### src/rtl/pixel_packer_pkg.sv
// pixel_packer_pkg: shared pixel/word types, packing phases and grey-to-RGB expansion
package pixel_packer_pkg;
    typedef logic [23:0] pixel24_t;
    typedef struct packed {
        logic        tuser;
        logic        tlast;
        logic [31:0] data;
    } axis_word_t;
    localparam logic [1:0] P0 = 2'd0;
    localparam logic [1:0] P1 = 2'd1;
    localparam logic [1:0] P2 = 2'd2;
    localparam logic [1:0] P3 = 2'd3;
    function automatic pixel24_t expand(input logic [7:0] s);
        return {s, s, s};
    endfunction
endpackage

### src/rtl/pixel_packer_if.sv
// pixel_packer_if: AXI4-Stream word output of the pixel packer
interface pixel_packer_if;
    logic [31:0] out_tdata;
    logic        out_tvalid;
    logic        out_tready;
    logic        out_tuser;
    logic        out_tlast;
    modport master(output out_tdata, out_tvalid, out_tuser, out_tlast, input out_tready);
    modport slave(input out_tdata, out_tvalid, out_tuser, out_tlast, output out_tready);
endinterface

### src/rtl/pixel_packer_fifo.sv
// pixel_word_fifo: first-word-fall-through sync FIFO with occupancy count and drop flag
module pixel_word_fifo #(
    parameter int DEPTH = 16,
    parameter int W     = 34
) (
    input  logic                       clk,
    input  logic                       rst_gen,
    input  logic                       wr_en,
    input  logic [W-1:0]               wr_data,
    input  logic                       rd_en,
    output logic [W-1:0]               rd_data,
    output logic                       valid,
    output logic                       drop,
    output logic [$clog2(DEPTH):0]     count
);
    localparam int AW = $clog2(DEPTH);
    logic [W-1:0]  mem [DEPTH];
    logic [AW-1:0] wp, rp;
    logic [AW:0]   cnt;
    logic          full, push, pop;
    assign valid   = cnt != '0;
    assign full    = cnt == (AW+1)'(DEPTH);
    assign pop     = rd_en && valid;
    assign push    = wr_en && (!full || pop);
    assign drop    = wr_en && !push;
    assign rd_data = valid ? mem[rp] : '0;
    assign count   = cnt;
    always_ff @(posedge clk or negedge rst_gen) begin
        if (!rst_gen) begin
            wp  <= '0;
            rp  <= '0;
            cnt <= '0;
        end else begin
            wp  <= push ? wp + 1'b1 : wp;
            rp  <= pop ? rp + 1'b1 : rp;
            cnt <= cnt + (AW+1)'(push) - (AW+1)'(pop);
        end
    end
    always_ff @(posedge clk)
        if (push) mem[wp] <= wr_data;
endmodule

### src/rtl/pixel_packer.sv
// pixel_packer: packs grey shades as 24-bit RGB, 4 pixels into 3 AXI-Stream words, with frame flags and throttle
module pixel_packer
    import pixel_packer_pkg::*;
#(
    parameter int SHADE_W      = 8,
    parameter int H_RES        = 640,
    parameter int V_RES        = 480,
    parameter int FIFO_DEPTH   = 16,
    parameter int AFULL_THRESH = 12
) (
    input  logic               clk,
    input  logic               rst_gen,
    input  logic [SHADE_W-1:0] shade_in,
    input  logic               pixel_valid,
    pixel_packer_if.master     axis,
    output logic               stall_req,
    output logic               overflow,
    output logic               frame_done
);
    localparam int XW = $clog2(H_RES + 1);
    localparam int YW = $clog2(V_RES + 1);
    localparam int CW = $clog2(FIFO_DEPTH) + 1;
    logic [7:0]    s;
    pixel24_t      p, hold;
    logic [1:0]    phase;
    logic [XW-1:0] x;
    logic [YW-1:0] y;
    logic          sof, last_x, last_y, push, drop;
    axis_word_t    w, head;
    logic [CW-1:0] count;
    assign s      = 8'(shade_in) << (8 - SHADE_W);
    assign p      = expand(s);
    assign last_x = x == XW'(H_RES - 1);
    assign last_y = y == YW'(V_RES - 1);
    assign push   = pixel_valid && phase != P0;
    assign w = '{
        tuser: phase == P1 && sof,
        tlast: phase == P3 && last_x,
        data:  phase == P1 ? {p[7:0], hold} : phase == P2 ? {p[15:0], hold[15:0]} : {p, hold[7:0]}
    };
    always_ff @(posedge clk or negedge rst_gen) begin
        if (!rst_gen) begin
            phase      <= P0;
            hold       <= '0;
            x          <= '0;
            y          <= '0;
            sof        <= 1'b0;
            frame_done <= 1'b0;
            overflow   <= 1'b0;
            stall_req  <= 1'b0;
        end else begin
            frame_done <= pixel_valid && last_x && last_y;
            overflow   <= overflow | drop;
            stall_req  <= 32'(count) >= AFULL_THRESH;
            if (pixel_valid) begin
                phase <= phase + 2'd1;
                hold  <= phase == P0 ? p : phase == P1 ? {8'd0, p[23:8]} : {16'd0, p[23:16]};
                sof   <= phase == P0 ? (x == '0 && y == '0) : sof;
                x     <= last_x ? '0 : x + 1'b1;
                y     <= !last_x ? y : last_y ? '0 : y + 1'b1;
            end
        end
    end
    pixel_word_fifo #(.DEPTH(FIFO_DEPTH), .W(34)) u_fifo (
        .clk     (clk),
        .rst_gen (rst_gen),
        .wr_en   (push),
        .wr_data (w),
        .rd_en   (axis.out_tready),
        .rd_data (head),
        .valid   (axis.out_tvalid),
        .drop    (drop),
        .count   (count)
    );
    assign axis.out_tdata = head.data;
    assign axis.out_tuser = head.tuser;
    assign axis.out_tlast = head.tlast;
endmodule

### src/flat_wrapper.sv
// flat-port wrapper written by rule: the top's interface ports become plain ports
module pixel_packer_flat import pixel_packer_pkg::*;
#(
    parameter int SHADE_W      = 8,
    parameter int H_RES        = 640,
    parameter int V_RES        = 480,
    parameter int FIFO_DEPTH   = 16,
    parameter int AFULL_THRESH = 12
)
  (clk, rst_gen, shade_in, pixel_valid, stall_req, overflow, frame_done, axis_out_tdata, axis_out_tvalid, axis_out_tuser, axis_out_tlast, axis_out_tready);
  pixel_packer_if axis_i ();
  input  logic clk;
  input  logic rst_gen;
  input  logic [SHADE_W-1:0] shade_in;
  input  logic pixel_valid;
  output logic stall_req;
  output logic overflow;
  output logic frame_done;
  output wire logic [$bits(axis_i.out_tdata)-1:0] axis_out_tdata;
  output wire logic [$bits(axis_i.out_tvalid)-1:0] axis_out_tvalid;
  output wire logic [$bits(axis_i.out_tuser)-1:0] axis_out_tuser;
  output wire logic [$bits(axis_i.out_tlast)-1:0] axis_out_tlast;
  input wire logic [$bits(axis_i.out_tready)-1:0] axis_out_tready;
  assign axis_out_tdata = axis_i.out_tdata;
  assign axis_out_tvalid = axis_i.out_tvalid;
  assign axis_out_tuser = axis_i.out_tuser;
  assign axis_out_tlast = axis_i.out_tlast;
  assign axis_i.out_tready = axis_out_tready;
  pixel_packer #(.SHADE_W(SHADE_W), .H_RES(H_RES), .V_RES(V_RES), .FIFO_DEPTH(FIFO_DEPTH), .AFULL_THRESH(AFULL_THRESH)) u_core (.clk(clk), .rst_gen(rst_gen), .shade_in(shade_in), .pixel_valid(pixel_valid), .axis(axis_i), .stall_req(stall_req), .overflow(overflow), .frame_done(frame_done));
endmodule
### config.mk
export PLATFORM = sky130hd
export DESIGN_NAME = pixel_packer_flat
export DESIGN_NICKNAME = d
export VERILOG_FILES = /design/src/rtl/pixel_packer_pkg.sv /design/src/rtl/pixel_packer_if.sv /design/src/rtl/pixel_packer_fifo.sv /design/src/rtl/pixel_packer.sv /design/src/flat_wrapper.sv
export SDC_FILE = /design/constraint.sdc
export NUM_CORES = 1
export LEC_CHECK = 0
export ABC_CLOCK_PERIOD_IN_PS = 6800
export CAP_MARGIN = 20
export CORE_AREA = 2 2 195 197
export DETAILED_ROUTE_END_ITERATION = 8
export DIE_AREA = 0 0 197 199
export PLACE_DENSITY = 0.82
export SLEW_MARGIN = 5
export SYNTH_ARGS = -nofsm -noshare
export SYNTH_HDL_FRONTEND = slang
export SYNTH_SLANG_ARGS = --single-unit
### constraint.sdc
create_clock -name clk -period 6.8 [get_ports clk]
set_input_delay 2.04 -clock clk [delete_from_list [all_inputs] [get_ports clk]]
set_output_delay 2.04 -clock clk [all_outputs]
set_load 0.1 [all_outputs]
Word-level counts from Yosys, hierarchy flattened
Memory sizes are Yosys's and may differ from the RTL's.
Index checks and enable logic that the tools add are counted.
{ "op_classes": {"n_addsub": 7, "n_lt_le_gt_ge": 1, "eq_ne": 6, "n_mux": 9, "bitwise": 1, "n_reduce_logical": 19} }
{ "op_table": {"columns": ["op", "n"], "rows": [
  ["2-to-1 mux 24 bit", 2],
  ["2-to-1 mux 34 bit", 1],
  ["2-to-1 mux 16 bit", 2],
  ["adder 10 x 1 -> 10 bit (second input constant)", 1],
  ["equality test 10 bit (second input constant)", 1],
  ["logical NOT 10 bit", 1],
  ["2-to-1 mux 10 bit", 1],
  ["adder 9 x 1 -> 9 bit (second input constant)", 1],
  ["equality test 9 bit (second input constant)", 1],
  ["logical AND 1 bit", 9],
  ["logical NOT 9 bit", 1],
  ["2-to-1 mux 9 bit", 1],
  ["adder 4 x 1 -> 4 bit (second input constant)", 2],
  ["adder 5 x 1 -> 5 bit", 1],
  ["equality test 5 bit (second input constant)", 1],
  [">= comparator 5 x 4 -> 1 bit (second input constant)", 1],
  ["nonzero test 5 bit", 1],
  ["subtractor 5 x 1 -> 5 bit", 1],
  ["equality test 2 bit (second input constant)", 2],
  ["AND reduction 2 bit", 2],
  ["adder 2 x 1 -> 2 bit (second input constant)", 1],
  ["equality test 2 x 1 -> 1 bit (second input constant)", 1],
  ["logical NOT 1 bit", 2],
  ["logical NOT 2 bit", 1],
  ["other kinds (4)", 5]
]} }
{ "word_totals": {"register_bits": 62, "mem_bits_rw": 544, "mem_count": 1} }
{ "mem_list": {"columns": ["name", "depth", "width", "rd", "rd_clocked_by_memory_dff", "wr", "line", "source"], "rows": [
  ["u_core.u_fifo.mem", 16, 34, 1, 0, 1, "pixel_packer_fifo.sv:17", "logic [W-1:0] mem [DEPTH];"]
]} }

Longest topological paths before layout
{ "depth": {"depth_word": 7, "depth_mapped": 14, "depth_no_buf": 14} }

Hierarchy
A second synthesis with hierarchy kept.
{ "unflattened": {"cells_unflattened": 1291, "hier_area_um2": 23866.6} }
{ "modules_own_cells": {"columns": ["mod", "instances", "cells_per_inst", "area_each_um2"], "rows": [
  ["pixel_word_fifo", 1, 1038, 21464.3],
  ["pixel_packer", 1, 253, 2402.3]
]} }

Worst setup path before layout
Ideal clock, no wire load.
{ "synth_timing": {"path_type": "input -> register", "from": "input pixel_valid", "to": "memory u_core.u_fifo.mem[3][0], enable pin", "t_arrival_ns": 5.341, "t_required_ns": 6.333, "path_slack_ns": 0.992, "path_stages": 5, "path_buffers": 1, "cell_sequence": "buf_2 nand2b_1 a41oi_1 nand2_1 nor3_1"} }
{ "synth_via": {"elab_chain_cells": 4} }
{ "synth_rtl": {"columns": ["item", "line", "source"], "rows": [
  ["from (decl)", "flat_wrapper.sv:15", "input logic pixel_valid;"],
  ["logical AND 1 bit", "pixel_packer.sv:35", "assign push = pixel_valid && phase != P0;"],
  ["logical AND 1 bit", "pixel_packer_fifo.sv:24", "assign push = wr_en && (!full || pop);"],
  ["2-to-1 mux 1 bit", "pixel_packer_fifo.sv:40", "if (push) mem[wp] <= wr_data;"],
  ["2-to-1 mux 1 bit (implied by the code)", "pixel_packer_fifo.sv:40", null],
  ["to (decl)", "pixel_packer_fifo.sv:17", null]
]} }
No other way between the ends.

Final worst setup path
{ "layout_timing": {"from": "register u_core.u_fifo.rp[1]", "to": "output axis_out_tdata[12]"} }
{ "layout_via": {"elab_chain_cells": 2} }
{ "layout_rtl": {"columns": ["item", "line", "source"], "rows": [
  ["from (decl)", "pixel_packer_fifo.sv:18", "logic [AW-1:0] wp, rp;"],
  ["from (signal assigned)", "pixel_packer_fifo.sv:35", "rp <= pop ? rp + 1'b1 : rp;"],
  ["memory (16 x 34 bit)", null, null],
  ["2-to-1 mux 34 bit", "pixel_packer_fifo.sv:26", "assign rd_data = valid ? mem[rp] : '0;"],
  ["to (decl)", "flat_wrapper.sv:19", "output wire logic [$bits(axis_i.out_tdata)-1:0] axis_out_tdata;"]
]} }
No other way between the ends.

==> impl_metrics.toml <==
[status]
status = "finished clean"

[die]
initial_core_util_pct = 64.26
core_area_um2 = 37130
fp.dieH_um = 199
ioPinCount = 50
die-area_um2 = 39200
rows = 71
die_x_um = 197

[global_route]
track_usage_pct = 27.80
grt_pass1_vias = 13090
antenna_found_initial = 1
grt_overflow = 0
grt_pass1_wl_um = 79030
grt_max_degree = 63

[clocking]
clockBufferDepth = 3
clk_pin_slew_ns = 0.06
cts_root_buf = "clkbuf_16"
htreeDepth = 2
cts_tree = "built"
cts_resized = 0
clkLatencyLatePin_ns = 0.62
cts_setup_buffers = 0
clkSinkCount = 606
cts_buffers = 58
postCtsHoldBufs = 0

[synthesis]
yosys.area.top_type_share_pct = 68.46
yosys.area.top_type = "edfxtp_1"
synth_nets = 1321
ys_top_cells_by_area = "edfxtp_1, dfrtp_1, mux4_2"
syn_avg_cell_area_um2 = 18.54
synth_area_um2 = 23860
synth-main-ff-cell = "edfxtp_1"
yosysSeqAreaShare_pct = 74.96
async_flop_share_pct = 10.23
yosysWarnings = 0
synth_cells = 1287
synth.distinct_cells = 47
synth_seq_cells = 606
synth_edf_count = 544

[min_path]
hp-class = "reg -> reg"
holdCritStartpoint = "u_core.sof$_DFFE_PN0P_"

[sta]
setup_viol = 0
finClkSkew_ns = 0.02514
rsz0062_at_grt = "no"
hold_viol_final = 0
slew_violations = 0
timing.hold.ws_ns = 0.5122
finalCritPeriodShare_pct = 81.31
fmax_ghz = 0.1809
worst_slew_pin_slew_ns = 1.038
fin_setup_tns_ns = 0
layout_min_cycle_time_ns = 5.529
relSlewSlack_pct = 30.64

[critical_path]
ff2ff_path_depth = 13
crit_path_end = "axis_out_tdata[12]"
cp_data_arrival_time_ns = 3.49
required_ns = 4.76
worstSetupEndpointType = "primary output"
r2r_end = "u_core.u_fifo.count[4]$_DFF_PN0_"
r2r_setup_slack_ns = 3.76
crit_start = "u_core.u_fifo.rp[1]$_DFFE_PN0P_"
critPathKind = "reg -> out"
reg2reg_from = "u_core.u_fifo.count[2]$_DFF_PN0_"
start_kind = "flip-flop"
cp_max_fo = 41

[detailed_routing]
first_iter_violations = 1436
antenna_left = 0
drcViolationCount = 0
vias = 12720
detail_route.first_pass.iterations = 6
via_per_inst = 6.702
totalWireLength_um = 52890
wire_per_inst_um = 27.87

[flow_run]
max-cap-violations = 0

[layout]
nNetsFinal = 1408
layout-drive-gt1-share_pct = 19.18
filler_cell_count = 2047
syn_to_final_growth_pct = 12.82

[power_and_ir_drop]
cellLeakagePower_uw = 0.009537
ir_drop_mv = 0.4488
power_density_nw_per_um2 = 495.2

[placement]
dp_hpwl_um = 28590
place_congestion = 0.8158
io_buffers = 49
-- synth_stat cells, drive strengths merged, types with 3 or more instances --
library cell and count:
o22ai 8, and3 40, a221o 35, nand2 42
mux4 68, a21oi 4, nor3 8, nand2b 3
mux2 11, buf 41, nor2b 5, ha 21
nor4 5, o21ai 32, xor2 6, and2 5
mux2i 136, edfxtp 544, nand3 10, dfrtp 62
xnor2 15, inv 43, clkbuf 28, nand4 7
nor2 24, a22oi 68
-- critical path, cell delays in order (launching register included) --
cell     delay, ns
dfrtp_4       0.75
nor2_4        0.78
buf_4         0.43
a22oi_1       0.13
and3_1        0.21
a221o_1       0.31
buf_4         0.25
-- kinds of logic after synthesis --
group	after synthesis	synth area share, %
compound gates	155	4.834
simple gates	156	3.555
mux	215	12.64
xor+xnor	21	0.7708
fa+ha+maj	22	1.185
flops	606	74.96
buf+inv	112	2.055
-- cell type report --
class / count / area (um^2) / area share (%)
Antenna cell: 1 / 2.502 / 0.009295
Clock inverter: 30 / 241.5 / 0.8969
Multi-Input combinational cell: 569 / 5627 / 20.90
Timing Repair Buffer: 96 / 803.3 / 2.984
Tap cell: 474 / 593.1 / 2.203
Sequential cell: 606 / 17890 / 66.47
Inverter: 43 / 161.4 / 0.5995
Clock buffer: 79 / 1600 / 5.944
-- where the power goes --
| part | internal (uW) | leakage [uW] | switching [uW] |
|---|---|---|---|
| combinational | 1580 | 0.00287 | 3660 |
| clock | 1760 | 0.000897 | 1350 |
| sequential | 4690 | 0.00577 | 297 |
| total | 8030 | 0.00954 | 5300 |
-- routing by layer --
| metal | share of wire [%] | vias up | GRT usage [%] |
|---|---|---|---|
| li1 | - | 5318 | - |
| met1 | 38 | 6525 | 37.40 |
| met2 | 50 | 718 | 45.69 |
| met3 | 8.7 | 159 | 5.120 |
| met4 | 3.8 | 0 | 11.42 |
| met5 | 0 | - | 0 |
-- worst min-delay path by stage --
stage / cells after the start / endpoint / slack, ns
after global routing: 1 / u_core.sof$_DFFE_PN0P_ / 0.53
after CTS: 1 / u_core.sof$_DFFE_PN0P_ / 0.51
after global placement: 1 / u_core.sof$_DFFE_PN0P_ / 0.49
after detailed placement: 1 / u_core.sof$_DFFE_PN0P_ / 0.50
after floorplan: 1 / u_core.sof$_DFFE_PN0P_ / 0.47
final: 1 / u_core.sof$_DFFE_PN0P_ / 0.51
-- sequential cells by signal, summed over array words and instances (netlist names) --
signal,cells
u_core.u_fifo.count,5
u_core.u_fifo.wp,4
u_core.u_fifo.mem,544
u_core.u_fifo.rp,4
u_core.phase,2
u_core.sof,1
u_core.frame_done,1
u_core.y,9
u_core.overflow,1
u_core.hold,24
u_core.x,10
u_core.stall_req,1
-- layout by cell type (no fill, tap or decap), types with 9 or more instances in the layout --
| master | n |
|---|---|
| clkbuf_16 | 58 |
| o21ai_0 | 32 |
| xnor2_1 | 15 |
| mux4_2 | 68 |
| edfxtp_1 | 544 |
| clkdlybuf4s50_1 | 14 |
| clkinv_1 | 11 |
| ha_1 | 21 |
| a221o_1 | 35 |
| nand2_1 | 42 |
| clkinv_2 | 9 |
| mux2i_1 | 136 |
| buf_4 | 74 |
| nor2_4 | 14 |
| dfrtp_1 | 60 |
| clkbuf_1 | 14 |
| and3_1 | 39 |
| mux2_2 | 10 |
| nor2_1 | 10 |
| inv_1 | 43 |
| a22oi_1 | 68 |
-- through the flow --
stage | cells | util [%] | area (um^2) | setup slack [ns] | power [uW]
2_1_floorplan | 1287 | - | 23860 | 0.9916 | 8913
3_3_place_gp | 1784 | 67.42 | 25040 | 1.832 | 10090
3_5_place_dp | 1787 | 67.46 | 25050 | 1.774 | 10220
4_1_cts | 1896 | 72.42 | 26890 | 1.290 | 13320
5_1_grt | 1898 | 72.50 | 26920 | 1.223 | 13750
6_report | 1898 | 72.50 | 26920 | 1.271 | 13330
No activity file was read; power rests on OpenSTA's default activity.
